## src/rtl/nibbler_pkg.sv

```systemverilog
// Nibbler shared definitions: program address width and the
// PC operation codes used by the program counter and its bench.
package nibbler_pkg;

    localparam int NIB_ADDR_W = 12;
    localparam int NIB_DEPTH  = 4;

    typedef enum logic [2:0] {
        PC_HOLD,
        PC_INC,
        PC_LOAD,
        PC_CALL,
        PC_RET
    } pc_op_e;

endpackage

```

## src/rtl/pc_return_stack.sv

```systemverilog
// LIFO of return addresses for CALL/RET.
// Ports: clk, notReset (async, active-low), push/pushData, pop,
// top (newest entry, 0 when empty), full, empty.
module pc_return_stack #(
    parameter int DEPTH  = 4,
    parameter int ADDR_W = 12
) (
    input  logic              clk,
    input  logic              notReset,
    input  logic              push,
    input  logic              pop,
    input  logic [ADDR_W-1:0] pushData,
    output logic [ADDR_W-1:0] top,
    output logic              full,
    output logic              empty
);

    localparam int PW    = $clog2(DEPTH + 1);
    localparam int IW    = $clog2(DEPTH);
    localparam int SLOTS = 1 << IW;

    logic [PW-1:0]     ptr;
    logic [ADDR_W-1:0] mem [SLOTS];
    logic [IW-1:0]     wr_idx;
    logic [IW-1:0]     rd_idx;
    logic              do_push;
    logic              do_pop;

    // ptr counts held entries; slot ptr is the next free one.
    assign wr_idx = IW'(ptr);
    assign rd_idx = IW'(ptr - PW'(1));

    assign empty = (ptr == '0);
    assign full  = (ptr == PW'(DEPTH));
    assign top   = empty ? '0 : mem[rd_idx];

    // Overflowing pushes and underflowing pops are dropped.
    assign do_push = push && !full;
    assign do_pop  = pop && !empty;

    always_ff @(posedge clk or negedge notReset) begin
        if (!notReset) begin
            ptr <= '0;
            for (int i = 0; i < SLOTS; i++) begin
                mem[i] <= '0;
            end
        end else if (do_push) begin
            mem[wr_idx] <= pushData;
            ptr         <= ptr + PW'(1);
        end else if (do_pop) begin
            ptr <= ptr - PW'(1);
        end
    end

endmodule

```

## src/rtl/pc_call_stack.sv

```systemverilog
// Nibbler program counter with return-address stack.
// Ports: clk, notReset, enable, notLoadPC, call, ret, loadAddress,
// clrErr -> address, stackEmpty, stackFull, overflowErr, underflowErr.
module pc_call_stack
    import nibbler_pkg::*;
#(
    parameter int                ADDR_W     = NIB_ADDR_W,
    parameter int                DEPTH      = NIB_DEPTH,
    parameter logic [ADDR_W-1:0] RESET_ADDR = '0
) (
    input  logic              clk,
    input  logic              notReset,
    input  logic              enable,
    input  logic              notLoadPC,
    input  logic              call,
    input  logic              ret,
    input  logic [ADDR_W-1:0] loadAddress,
    input  logic              clrErr,
    output logic [ADDR_W-1:0] address,
    output logic              stackEmpty,
    output logic              stackFull,
    output logic              overflowErr,
    output logic              underflowErr
);

    pc_op_e            op;
    logic [ADDR_W-1:0] addr_inc;
    logic [ADDR_W-1:0] addr_nxt;
    logic [ADDR_W-1:0] stk_top;
    logic              stk_push;
    logic              stk_pop;
    logic              ovf_evt;
    logic              unf_evt;

    assign addr_inc = address + ADDR_W'(1);

    // Fixed priority call > ret > load > increment, written as
    // disjoint terms. A ret on an empty stack degrades to increment.
    always_comb begin
        op = PC_HOLD;
        unique case (1'b1)
            !enable: op = PC_HOLD;
            enable && call: op = PC_CALL;
            enable && !call && ret && !stackEmpty: op = PC_RET;
            enable && !call && ret && stackEmpty: op = PC_INC;
            enable && !call && !ret && !notLoadPC: op = PC_LOAD;
            default: op = PC_INC;
        endcase
    end

    always_comb begin
        addr_nxt = address;
        unique case (op)
            PC_CALL: addr_nxt = loadAddress;
            PC_LOAD: addr_nxt = loadAddress;
            PC_RET:  addr_nxt = stk_top;
            PC_INC:  addr_nxt = addr_inc;
            default: addr_nxt = address;
        endcase
    end

    assign ovf_evt  = enable && call && stackFull;
    assign unf_evt  = enable && !call && ret && stackEmpty;

    // The stack itself drops the push when full.
    assign stk_push = (op == PC_CALL);
    assign stk_pop  = (op == PC_RET);

    pc_return_stack #(
        .DEPTH (DEPTH),
        .ADDR_W(ADDR_W)
    ) u_stack (
        .clk     (clk),
        .notReset(notReset),
        .push    (stk_push),
        .pop     (stk_pop),
        .pushData(addr_inc),
        .top     (stk_top),
        .full    (stackFull),
        .empty   (stackEmpty)
    );

    always_ff @(posedge clk or negedge notReset) begin
        if (!notReset) begin
            address <= RESET_ADDR;
        end else begin
            address <= addr_nxt;
        end
    end

    // Error flags: a new event beats a clear in the same cycle.
    always_ff @(posedge clk or negedge notReset) begin
        if (!notReset) begin
            overflowErr  <= 1'b0;
            underflowErr <= 1'b0;
        end else begin
            if (ovf_evt) begin
                overflowErr <= 1'b1;
            end else if (clrErr) begin
                overflowErr <= 1'b0;
            end
            if (unf_evt) begin
                underflowErr <= 1'b1;
            end else if (clrErr) begin
                underflowErr <= 1'b0;
            end
        end
    end

endmodule
```

## config.mk

```make
export PLATFORM = sky130hd
export DESIGN_NAME = pc_call_stack
export DESIGN_NICKNAME = d
export VERILOG_FILES = /design/src/rtl/nibbler_pkg.sv /design/src/rtl/pc_return_stack.sv /design/src/rtl/pc_call_stack.sv
export SDC_FILE = /design/constraint.sdc
export NUM_CORES = 1
export LEC_CHECK = 0
export ABC_CLOCK_PERIOD_IN_PS = 6700
export BUFFER_PORTS_ARGS = -buffer_cell sky130_fd_sc_hd__buf_2
export CAP_MARGIN = 20
export CORE_ASPECT_RATIO = 1.1
export CORE_MARGIN = 2
export CORE_UTILIZATION = 62
export CTS_BUF_LIST = sky130_fd_sc_hd__clkbuf_8 sky130_fd_sc_hd__clkbuf_16
export CTS_CLUSTER_SIZE = 24
export DETAILED_ROUTE_END_ITERATION = 6
export PLACE_DENSITY = 0.84
export SLEW_MARGIN = 20
export SYNTH_ARGS = -nofsm -noshare
export SYNTH_HDL_FRONTEND = slang
export SYNTH_SLANG_ARGS = --single-unit
```

## constraint.sdc

```tcl
create_clock -name clk -period 6.7 [get_ports clk]
set_input_delay 1.34 -clock clk [delete_from_list [all_inputs] [get_ports clk]]
set_output_delay 1.34 -clock clk [all_outputs]
set_load 0.05 [all_outputs]
```

Word-level counts from Yosys, hierarchy flattened
Index checks and enable logic that the tools add are counted.
{"block": "classes", "n_addsub": 3, "n_lt_le_gt_ge": 3, "eq_ne": 5, "muxes": 14, "bitwise_logic": 2, "reduce_logical": 23}
{"op": "48-bit bitwise mux", "count": 1}
{"op": "12-bit 2-to-1 mux", "count": 4}
{"op": "12-bit case mux with 3 select lines", "count": 1}
{"op": "12-bit binary-select mux with 2-bit select", "count": 1}
{"op": "12-bit demux with 2-bit select", "count": 1}
{"op": "12-bit by 1-bit adder with 12-bit output (second input constant)", "count": 1}
{"op": "3-bit case mux with 4 select lines", "count": 1}
{"op": "1-bit logical AND", "count": 11}
{"op": "3-bit by 2-bit == test with 1-bit output (second input constant)", "count": 2}
{"op": "3-bit == test (second input constant)", "count": 2}
{"op": "3-bit >= comparator (second input constant)", "count": 2}
{"op": "1-bit zero test", "count": 6}
{"op": "3-bit 2-to-1 mux", "count": 2}
{"op": "2-bit NOT with 3-bit output", "count": 2}
{"op": "2-bit nonzero test", "count": 3}
{"op": "3-bit by 1-bit adder with 3-bit output (second input constant)", "count": 1}
{"op": "3-bit by 1-bit == test with 1-bit output (second input constant)", "count": 1}
{"op": "3-bit zero test", "count": 1}
{"op": "3-bit by 1-bit < comparator with 1-bit output (second input constant)", "count": 1}
{"op": "1-bit 2-to-1 mux", "count": 3}
{"op": "3-bit nonzero test", "count": 1}
{"op": "3-bit by 1-bit subtractor with 3-bit output (second input constant)", "count": 1}
{"op": "2-bit OR reduction", "count": 1}
{"block": "word_totals", "regBits": 65, "input_bits": 19, "out_inout_bits": 16, "word_cells": 58}

Logic depth before layout (Yosys ltp)
Gate-level depths: netlist of the first run.
{"block": "logic_depth", "ltp_word": 9, "mapped_depth": 10, "mapped_depth_nobuf": 7}

By module
From an unflattened synthesis of the first run, not the netlist that was laid out.
{"block": "unflattened", "hier_cells": 284, "area_unflattened_um2": 3585.9}
{"mod": "pc_return_stack", "instances": 1, "cells_each": 159, "area_each_um2": 2463.6, "seq_area_each_um2": 1276.2}
{"mod": "pc_call_stack", "instances": 1, "cells_each": 125, "area_each_um2": 1122.3, "seq_area_each_um2": 350.3}

Worst setup path after synthesis of the first run
OpenSTA, ideal clock, no wires.
{"block": "synth_timing", "kind": "reg2out", "start": "reg u_stack.ptr[0]", "end": "out stackEmpty", "t_arrival_ps": 1483, "required_ps": 5360, "setup_slack_ps": 3877, "stages_incl_launch_ff": 7, "n_path_buf": 2, "cell_sequence": "dfrtp_1 -> buf_2 -> buf_4 -> inv_1 -> ha_1 -> nand2b_4 -> inv_1"}
{"block": "synth_between", "elab_chain_len": 1}
{"item": "start, declared", "line": "pc_return_stack.sv:22", "text": "logic [PW-1:0] ptr;"}
{"item": "start signal, assigned", "line": "pc_return_stack.sv:49", "text": "ptr <= ptr + PW'(1);"}
{"item": "start signal, assigned", "line": "pc_return_stack.sv:51", "text": "ptr <= ptr - PW'(1);"}
{"item": "3-bit zero test", "line": "pc_return_stack.sv:33", "text": "assign empty = (ptr == '0);"}
{"item": "end, declared", "line": "pc_call_stack.sv:20", "text": "output logic stackEmpty,"}
No other way between the ends.

Worst setup path in the final report of the first run
Same ends and word-level chain as after synthesis.

==> impl_metrics.csv, run 1 <==
group,metric,value,unit
critical_path,path_cells,"inv_1 -> ha_1 -> nand2b_4 -> inv_1 -> buf_2",
critical_path,crit_top_cell,"inv_1",
logic_synthesis,syn_area,0.00311,mm^2
logic_synthesis,syn_avg_cell_area,10.5,um^2
layout,syn_to_final_growth,11.8,%
cts,post_cts_buffers,0,
sta,period_needed,3.52,ns
floorplanning,die_x,71.5,um
min_path,hp-start,"u_stack.mem[17]",
pwr,peakVddDrop,0.194,mV
sta,max_slew.worst_pin.slew,0.908,ns
cts,clk_latency,0.33,ns
placement,place.gp.congestion,0.826,
grt,grt_max_degree,66,
critical_path,cp_max_fo,16,
critical_path,required,5.36,ns
floorplanning,die_h,78.3,um
floorplanning,start_util,0.631,
sta,setup_tns,0,ns
grt,grt_antenna_before_repair,0,
layout,layout-drive-gt1-share,0.205,
sta,hold_viol_final,0,
min_path,min_path_cells,2,
critical_path,critPathKind,"reg2out",
cts,htree_levels,3,
pwr,power,1.58,mW
placement,io_buffers,34,
sta,setup_viol,0,
logic_synthesis,ys_async_sr_fraction,1.00,
logic_synthesis,yosysWarnings,0,
sta,rsz0062_at_grt,"false",
floorplanning,io_pins,35,
route,drc,0,
route,vias,2354,
layout,fill_cells,352,
route,viasPerCell,6.05,
cts,cts_resized,0,
cts,clock_sinks,65,
sta,timing.hold.ws,0.478,ns
cts,cts_root_buf,"clkbuf_8",
layout,antennaDiodeCount,0,
critical_path,cp_data_arrival_time,2.18,ns
floorplanning,fp.dieArea,0.00560,mm^2
logic_synthesis,yosysSeqAreaShare,0.523,
sta,period_share,0.525,
sta,max_freq,284,MHz
sta,slew_viol_final,0,
min_path,hp-class,"reg2reg",
route,first_pass_iters,4,
route,final_antenna_net_count,0,
critical_path,r2r_start,"u_stack.ptr[0]",
grt,grtUsageTotal,0.262,
critical_path,critPathMaxStageDelay,0.94,ns
critical_path,end_kind,"output port",
min_path,hold-path-endpoint,"u_stack.mem[17]",
logic_synthesis,synth_ff_type,"dfrtp_1",
cts,cts_tree,"done",
critical_path,rrSetupSlack,3.84,ns
sta,maxSlewHeadroom,0.395,
cts,cts_made_buffers,9,
placement,dp_hpwl,4460,um
floorplanning,std_cell_rows,27,
logic_synthesis,syn_inst,297,
critical_path,worst_setup_path_start_kind,"register",
floorplanning,coreArea,0.00493,mm^2
critical_path,cpMaxStageDelayCell,"dfrtp_1",
grt,grt_pass1_wl,11200,um
route,wl_per_cell,17.2,um
logic_synthesis,synth_edf_count,0,
cts,clock_path_buffers,2,
logic_synthesis,synth.distinct_cells,37,
outcome,status,"finished, final reports clean",
logic_synthesis,syn_nets,322,
critical_path,path_buf_inv,3,
cts,clk_pin_slew,0.06,ns
job,maxCapViolCount,0,
cts,cts_hold_buffers,0,
critical_path,r2r_end,"address[4]",
sta,finClkSkew,0.0103,ns
grt,grt-ovfl-total,0,
grt,grt_pass1_vias,2318,
logic_synthesis,ys_ff_latch,65,
critical_path,crit_family,"flip-flops",
critical_path,r2r_cells,5,
pwr,p_leak,1.58,nW
route,postRouteWirelength,6690,um
pwr,p_per_area,455,mW/mm^2
layout,layout.nets,351,
route,drt_iter0_drc,230,
-- cell families (layout without fill, tap and decap cells) --
logic type | after synthesis | after routing | synth area share
xor+xnor | 12 | 12 | 0.0338
flops | 65 | 65 | 0.523
mux | 16 | 16 | 0.101
compound gates | 81 | 81 | 0.154
buf+inv | 27 | 61 | 0.0366
fa+ha+maj | 6 | 6 | 0.0241
simple gates | 90 | 90 | 0.128
-- synth_stat cells (all sizes together) (3+ instances only) --
library cell,count,area share
dfrtp,65,0.52
nand2,54,0.065
o21ai,49,0.079
mux4,12,0.087
nor2,12,0.014
clkbuf,11,0.013
inv,10,0.012
a21oi,9,0.016
buf,6,0.011
ha,6,0.024
xnor2,6,0.017
xor2,6,0.017
nand3,5,0.0080
nand4,5,0.010
a221oi,4,0.011
mux2,4,0.014
nor3,4,0.0064
o22ai,4,0.0080
nor2b,3,0.0060
o2bb2ai,3,0.0084
-- layer usage --
metal	GRT usage	wire length [um]
met1	0.371	2910
met5	0	0
met3	0.0539	396
met2	0.397	3250
met4	0.108	123
-- sequential cells by signal, summed over array words and instances, names as in the netlist --
register and count:
address 12, overflowErr 1, u_stack.mem 48, u_stack.ptr 3, underflowErr 1
-- how the worst max path moves through the flow --
| stage | end | from | slack (ns) | cells after the start |
|---|---|---|---|---|
| 3_3_place_gp | stackEmpty | u_stack.ptr[0] | 3.56 | 5 |
| 3_5_place_dp | stackEmpty | u_stack.ptr[0] | 3.49 | 5 |
| 4_1_cts | stackEmpty | u_stack.ptr[0] | 3.13 | 5 |
| 6_report | stackEmpty | u_stack.ptr[0] | 3.18 | 5 |
| 2_1_floorplan | stackEmpty | u_stack.ptr[0] | 3.88 | 6 |
| 5_1_grt | stackEmpty | u_stack.ptr[0] | 2.97 | 5 |
-- layout make-up --
type                            instances  area, um^2  area share
Clock buffer                           13         179      0.0515
Clock inverter                          3        13.8     0.00396
Inverter                               10        37.5      0.0108
Multi-Input combinational cell        205        1370       0.394
Sequential cell                        65        1630       0.468
Tap cell                               58        72.6      0.0209
Timing Repair Buffer                   35         178      0.0511
-- worst min-delay path, cell delays in order, from the launching register on --
cell and delay (ns):
dfrtp_1 0.34, nand2_1 0.04, o21ai_0 0.06
-- stage by stage --
stage | cells | worst slack [ns] | instance area [um^2] | utilization
after floorplan | 297 | 3.88 | 3110 | -
after global placement | 373 | 3.56 | 3280 | 0.666
after detailed placement | 373 | 3.49 | 3280 | 0.666
after CTS | 389 | 3.13 | 3480 | 0.705
after global routing | 389 | 2.97 | 3480 | 0.705
final | 389 | 3.18 | 3480 | 0.705
-- layout by cell type (no fill, tap or decap), drive strengths merged --
cell type,synthesis,routed
buf,6,35
o311ai,1,1
o31a,1,1
a21o,1,1
xnor2,6,6
o22ai,4,4
and3,2,2
o221ai,2,2
mux4,12,12
o2bb2ai,3,3
nand3,5,5
nand2,54,54
o21ai,49,49
nor2b,3,3
xor2,6,6
a21oi,9,9
or3,1,1
a221oi,4,4
mux2,4,4
ha,6,6
clkbuf,11,13
o211ai,2,2
a22oi,1,1
inv,10,11
clkinv,0,2
and4,1,1
nor2,12,12
dfrtp,65,65
a2bb2oi,1,1
a31oi,2,2
a2111o,1,1
nand4,5,5
nor3,4,4
and2,2,2
nand2b,1,1
-- where the power goes --
group | internal (mW) | switching (mW)
Sequential | 0.552 | 0.129
Combinational | 0.253 | 0.336
Clock | 0.172 | 0.140
Note: power is estimated with default switching activity, not from simulation.
==> run 2: changes to the inputs <==
- ABC_CLOCK_PERIOD_IN_PS: 6700 -> 3100
- CORE_UTILIZATION: 62 -> 52
- PLACE_DENSITY: 0.84 -> 0.75
- clock period: 6.7 -> 3.1 ns (I/O delays scaled with it)
==> run 2 against run 1 <==
Critical endpoint unchanged; combinational power grew 130%; clock skew shrank 0.0033 ns; sequential cell count is the same; register-to-register slack lost 2.9 ns; sequential share of layout area shrank 1.3 points; via count grew 0.51%; setup slack lost 2.3 ns; worst hold slack lost 0.18 ns; first-iteration DRC count shrank 0.87%; final area grew 2.8%; sequential power grew 110%; power grew 130%.
==> impl_metrics.csv, run 2 (synthesis results as in run 1) <==
group,metric,value,unit
route,drt_iter0_drc,228,
layout,final_cell_mix,"65 x dfrtp_1, 54 x nand2_1, 47 x o21ai_0",
critical_path,end_kind,"output port",
route,final_antenna_net_count,0,
sta,setup_tns,0,ns
sta,maxSlewHeadroom,0.470,
critical_path,crit_top_cell,"inv_1",
route,vias,2366,
layout,antennaDiodeCount,0,
route,postRouteWirelength,6920,um
grt,grt_max_degree,29,
critical_path,cp_max_fo,4,
cts,htree_levels,3,
sta,max_freq,458,MHz
layout,largest_reg_flops,48,
critical_path,endpoint,"stackEmpty",
outcome,status,"finished, final reports clean",
critical_path,r2r_end,"address[4]",
layout,max_flop_register,"u_stack.mem",
critical_path,critPathMaxStageDelay,0.40,ns
placement,place.gp.congestion,0.836,
critical_path,cp_data_arrival_time,1.57,ns
critical_path,r2r_start,"u_stack.ptr[1]",
grt,grt_pass1_vias,2331,
layout,layout.nets,354,
critical_path,r2r_cells,5,
sta,rsz0062_at_grt,"false",
floorplanning,die_x,77.7,um
sta,period_share,0.705,
cts,cts_root_buf,"clkbuf_8",
floorplanning,io_pins,35,
pwr,peakVddDrop,0.360,mV
sta,worst_slack,0.914,ns
pwr,power,3.62,mW
layout,layout-drive-gt1-share,0.216,
pwr,p_leak,1.61,nW
sta,period_needed,2.19,ns
cts,clock_sinks,65,
sta,hold_viol_final,0,
placement,dp_hpwl,4710,um
cts,clk_latency,0.34,ns
cts,cts_tree,"done",
route,wl_per_cell,16.8,um
pwr,p_per_area,1010,mW/mm^2
sta,slew_viol_final,0,
sta,finClkSkew,0.00695,ns
grt,grt-ovfl-total,0,
critical_path,cpMaxStageDelayCell,"dfrtp_1",
layout,reg_top3,"u_stack.mem: 48 flops, address: 12 flops, u_stack.ptr: 3 flops",
cts,cts_resized,0,
cts,clk_pin_slew,0.07,ns
cts,clock_path_buffers,2,
floorplanning,std_cell_rows,29,
critical_path,critPathKind,"reg2out",
critical_path,crit_start,"u_stack.ptr[1]",
placement,post-place-ws,0.755,ns
critical_path,path_cells,"inv_1 -> ha_1 -> nand2b_4 -> inv_1 -> buf_2",
floorplanning,fp.dieArea,0.00662,mm^2
placement,io_buffers,34,
layout,syn_to_final_growth,14.9,%
grt,grt_antenna_before_repair,0,
critical_path,rrSetupSlack,0.98,ns
route,viasPerCell,5.76,
layout,layout_commonest_cell,"dfrtp_1",
route,first_pass_iters,5,
floorplanning,die_h,85.1,um
grt,grt_pass1_wl,11700,um
min_path,hp-class,"in2async",
critical_path,required,2.48,ns
cts,cts_hold_buffers,0,
layout,multi_input_area,0.00137,mm^2
sta,max_slew.worst_pin.slew,0.790,ns
grt,grtUsageTotal,0.230,
floorplanning,coreArea,0.00577,mm^2
critical_path,worst_setup_path_start_kind,"register",
layout,fill_cells,444,
layout,regArea,0.00163,mm^2
sta,setup_viol,0,
cts,cts_made_buffers,9,
job,maxCapViolCount,0,
floorplanning,start_util,0.539,
cts,post_cts_buffers,0,
route,drc,0,
run 2: cell types whose count changed in the layout (fill, tap and decap cells not counted):
cell and delta:
bufinv_16 +3, inv_1 -1, clkinvlp_4 +2, clkinv_4 +1, clkbuf_8 -4, clkinv_2 -1, buf_4 +3
run 2: cell type report:
type	count	share of cell area
Multi-Input combinational cell	205	0.383
Inverter	10	0.0105
Tap cell	77	0.0270
Clock buffer	9	0.0347
Clock inverter	7	0.0333
Timing Repair Buffer	38	0.0560
Sequential cell	65	0.455
run 2: metal layers:
| layer | vias to the layer above | part of all wire | GRT usage |
|---|---|---|---|
| met2 | 56 | 0.50 | 0.361 |
| li1 | 1120 | - | - |
| met5 | - | 0 | 0 |
| met4 | 0 | 0.016 | 0.0844 |
| met3 | 12 | 0.041 | 0.0447 |
| met1 | 1178 | 0.45 | 0.321 |
run 2: report_power, final:
part / leakage [nW] / total [mW] / internal (mW) / switching, mW
registers: 0.807 / 1.42 / 1.19 / 0.226
logic: 0.683 / 1.33 / 0.558 / 0.770
clock network: 0.115 / 0.873 / 0.534 / 0.340
total: 1.61 / 3.62 / 2.29 / 1.34
run 2: worst min path at each step:
stage / startpoint / endpoint / slack, ns / cells past startpoint
3_5_place_dp: u_stack.mem[45] / u_stack.mem[45] / 0.47 / 2
4_1_cts: notReset / u_stack.mem[14] / 0.31 / 1
6_report: notReset / address[0] / 0.30 / 1
3_3_place_gp: u_stack.mem[23] / u_stack.mem[23] / 0.46 / 2
2_1_floorplan: notReset / address[0] / 0.32 / 0
5_1_grt: notReset / u_stack.mem[29] / 0.35 / 1
run 2: worst max-delay path: cells and delay by family, from the launching register on:
family	cells	cell delay, ns
fa+ha+maj	1	0.27
simple gates	1	0.09
buf+inv	3	0.48
flops	1	0.40
run 2: metrics by stage:
step,std cells,cell area [um^2],utilization,hold WS [ns]
after detailed placement,395,3330,0.577,0.465
final,411,3570,0.619,0.301
after global placement,395,3330,0.577,0.457
after global routing,411,3570,0.619,0.346
after floorplan,297,3110,-,0.324
after CTS,411,3570,0.619,0.309
==> run 3: changes to the inputs <==
- ABC_CLOCK_PERIOD_IN_PS: 3100 -> 2200
- CORE_UTILIZATION: 52 -> 58
- PLACE_DENSITY: 0.75 -> 0.79
- clock period: 3.1 -> 2.2 ns (I/O delays scaled with it)
==> run 3 against run 2 <==
Sequential power increased by 42%; combinational power increased by 45%; sequential share of layout area increased by 0.27 points; sequential cell count unchanged; critical path type unchanged.
==> impl_metrics.csv, run 3 (synthesis results as in run 1) <==
group,metric,value,unit
critical_path,required,1.76,ns
layout,layout.nets,359,
layout,final_cell_mix,"65 x dfrtp_1, 54 x nand2_1, 47 x o21ai_0",
cts,cts_resized,0,
route,first_pass_iters,4,
cts,post_cts_buffers,0,
layout,final_cells,411,
layout,max_flop_register,"u_stack.mem",
job,maxCapViolCount,0,
pwr,p_leak,1.61,nW
sta,max_slew.worst_pin.slew,0.771,ns
route,drc,0,
cts,cts_made_buffers,9,
critical_path,cp_max_fo,4,
cts,clk_latency,0.33,ns
sta,rsz0062_at_grt,"false",
layout,syn_to_final_growth,14.2,%
placement,place_inst,395,
cts,cts_tree,"done",
sta,hold_viol_final,0,
grt,grtUsageTotal,0.263,
route,final_antenna_net_count,0,
outcome,status,"finished, final reports clean",
grt,grt_antenna_before_repair,0,
placement,dp_hpwl,4900,um
floorplanning,die_h,80.8,um
sta,max_freq,503,MHz
layout,layout-drive-gt1-share,0.224,
floorplanning,fp.dieArea,0.00597,mm^2
floorplanning,start_util,0.610,
layout,reg_top3,"u_stack.mem: 48 flops, address: 12 flops, u_stack.ptr: 3 flops",
sta,setup_viol,0,
cts,cts_root_buf,"clkbuf_8",
grt,grt-ovfl-total,0,
layout,layout_commonest_cell,"dfrtp_1",
placement,io_buffers,34,
route,vias,2386,
critical_path,worst_setup_path_start_kind,"register",
sta,slew_viol_final,0,
cts,clock_path_buffers,2,
layout,final_util,0.696,
grt,met1_usage,0.380,
min_path,hp-class,"in2async",
floorplanning,std_cell_rows,27,
grt,use_met3,0.0558,
critical_path,r2r_end,"address[2]",
sta,maxSlewHeadroom,0.482,
route,wl_per_cell,17.2,um
cts,clk_pin_slew,0.07,ns
route,postRouteWirelength,7070,um
sta,period_needed,1.99,ns
cts,cts_hold_buffers,0,
placement,place.gp.congestion,0.839,
sta,finClkSkew,0.0102,ns
pwr,peakVddDrop,0.673,mV
critical_path,rrSetupSlack,0.22,ns
layout,antennaDiodeCount,0,
grt,grt_pass1_vias,2285,
route,drt_iter0_drc,200,
floorplanning,coreArea,0.00510,mm^2
grt,grt_pass1_wl,11500,um
critical_path,r2r_start,"u_stack.ptr[1]",
grt,busiest_layer,"met2",
route,viasPerCell,5.81,
critical_path,end_kind,"output port",
floorplanning,io_pins,35,
critical_path,r2r_cells,7,
floorplanning,die_x,73.8,um
sta,period_share,0.904,
pwr,p_per_area,1360,mW/mm^2
cts,htree_levels,3,
grt,grt_max_degree,66,
cts,clock_sinks,65,
layout,largest_reg_flops,48,
critical_path,critPathKind,"reg2out",
critical_path,cp_data_arrival_time,1.55,ns
grt,grt.met2_usage,0.403,
## run 3: final cells by class
class                           instances  area (um^2)
Inverter                               10         41.3
Multi-Input combinational cell        205         1370
Fill cell                             377         1550
Clock buffer                           11          151
Clock inverter                          5         22.5
Timing Repair Buffer                   43          250
Sequential cell                        65         1630
Tap cell                               72         90.1
## run 3: routing by layer
metal  wire (um)  vias to the layer above
met1        3120                     1173
met3         441                       10
met4          89                        0
li1            -                     1126
met2        3430                       77
met5           0                        -
## run 3: where the power goes
group	total, mW	internal (mW)	switching (mW)
clock	0.879	0.456	0.422
sequential	2.01	1.68	0.328
combinational	1.93	0.822	1.11
## run 3: worst max-delay path: stages (launching register included)
cell        delay, ns
dfrtp_1          0.39
inv_1            0.13
ha_1             0.27
nand2b_4         0.10
clkinvlp_4       0.08
buf_2            0.25
## run 3: stage by stage
stage          setup TNS, ns  setup slack, ns  cell area, um^2  power [mW]  hold WS [ns]
4_1_cts                    0            0.201             3550        4.83         0.116
5_1_grt                    0           0.0725             3550        5.14         0.117
3_3_place_gp               0            0.259             3380        3.82         0.457
2_1_floorplan        -0.0231          -0.0231             3120        3.41         0.144
3_5_place_dp               0            0.239             3380        3.94         0.469
6_report                   0            0.211             3550        4.82         0.111
## run 3: how the worst max path moves through the flow
stage / from / endpoint / depth (start not counted)
6_report: u_stack.ptr[1] / stackEmpty / 5
5_1_grt: u_stack.ptr[1] / address[4] / 7
4_1_cts: u_stack.ptr[1] / stackEmpty / 5
3_5_place_dp: u_stack.ptr[1] / address[2] / 7
3_3_place_gp: enable / address[7] / 6
2_1_floorplan: u_stack.ptr[0] / u_stack.mem[36] / 9
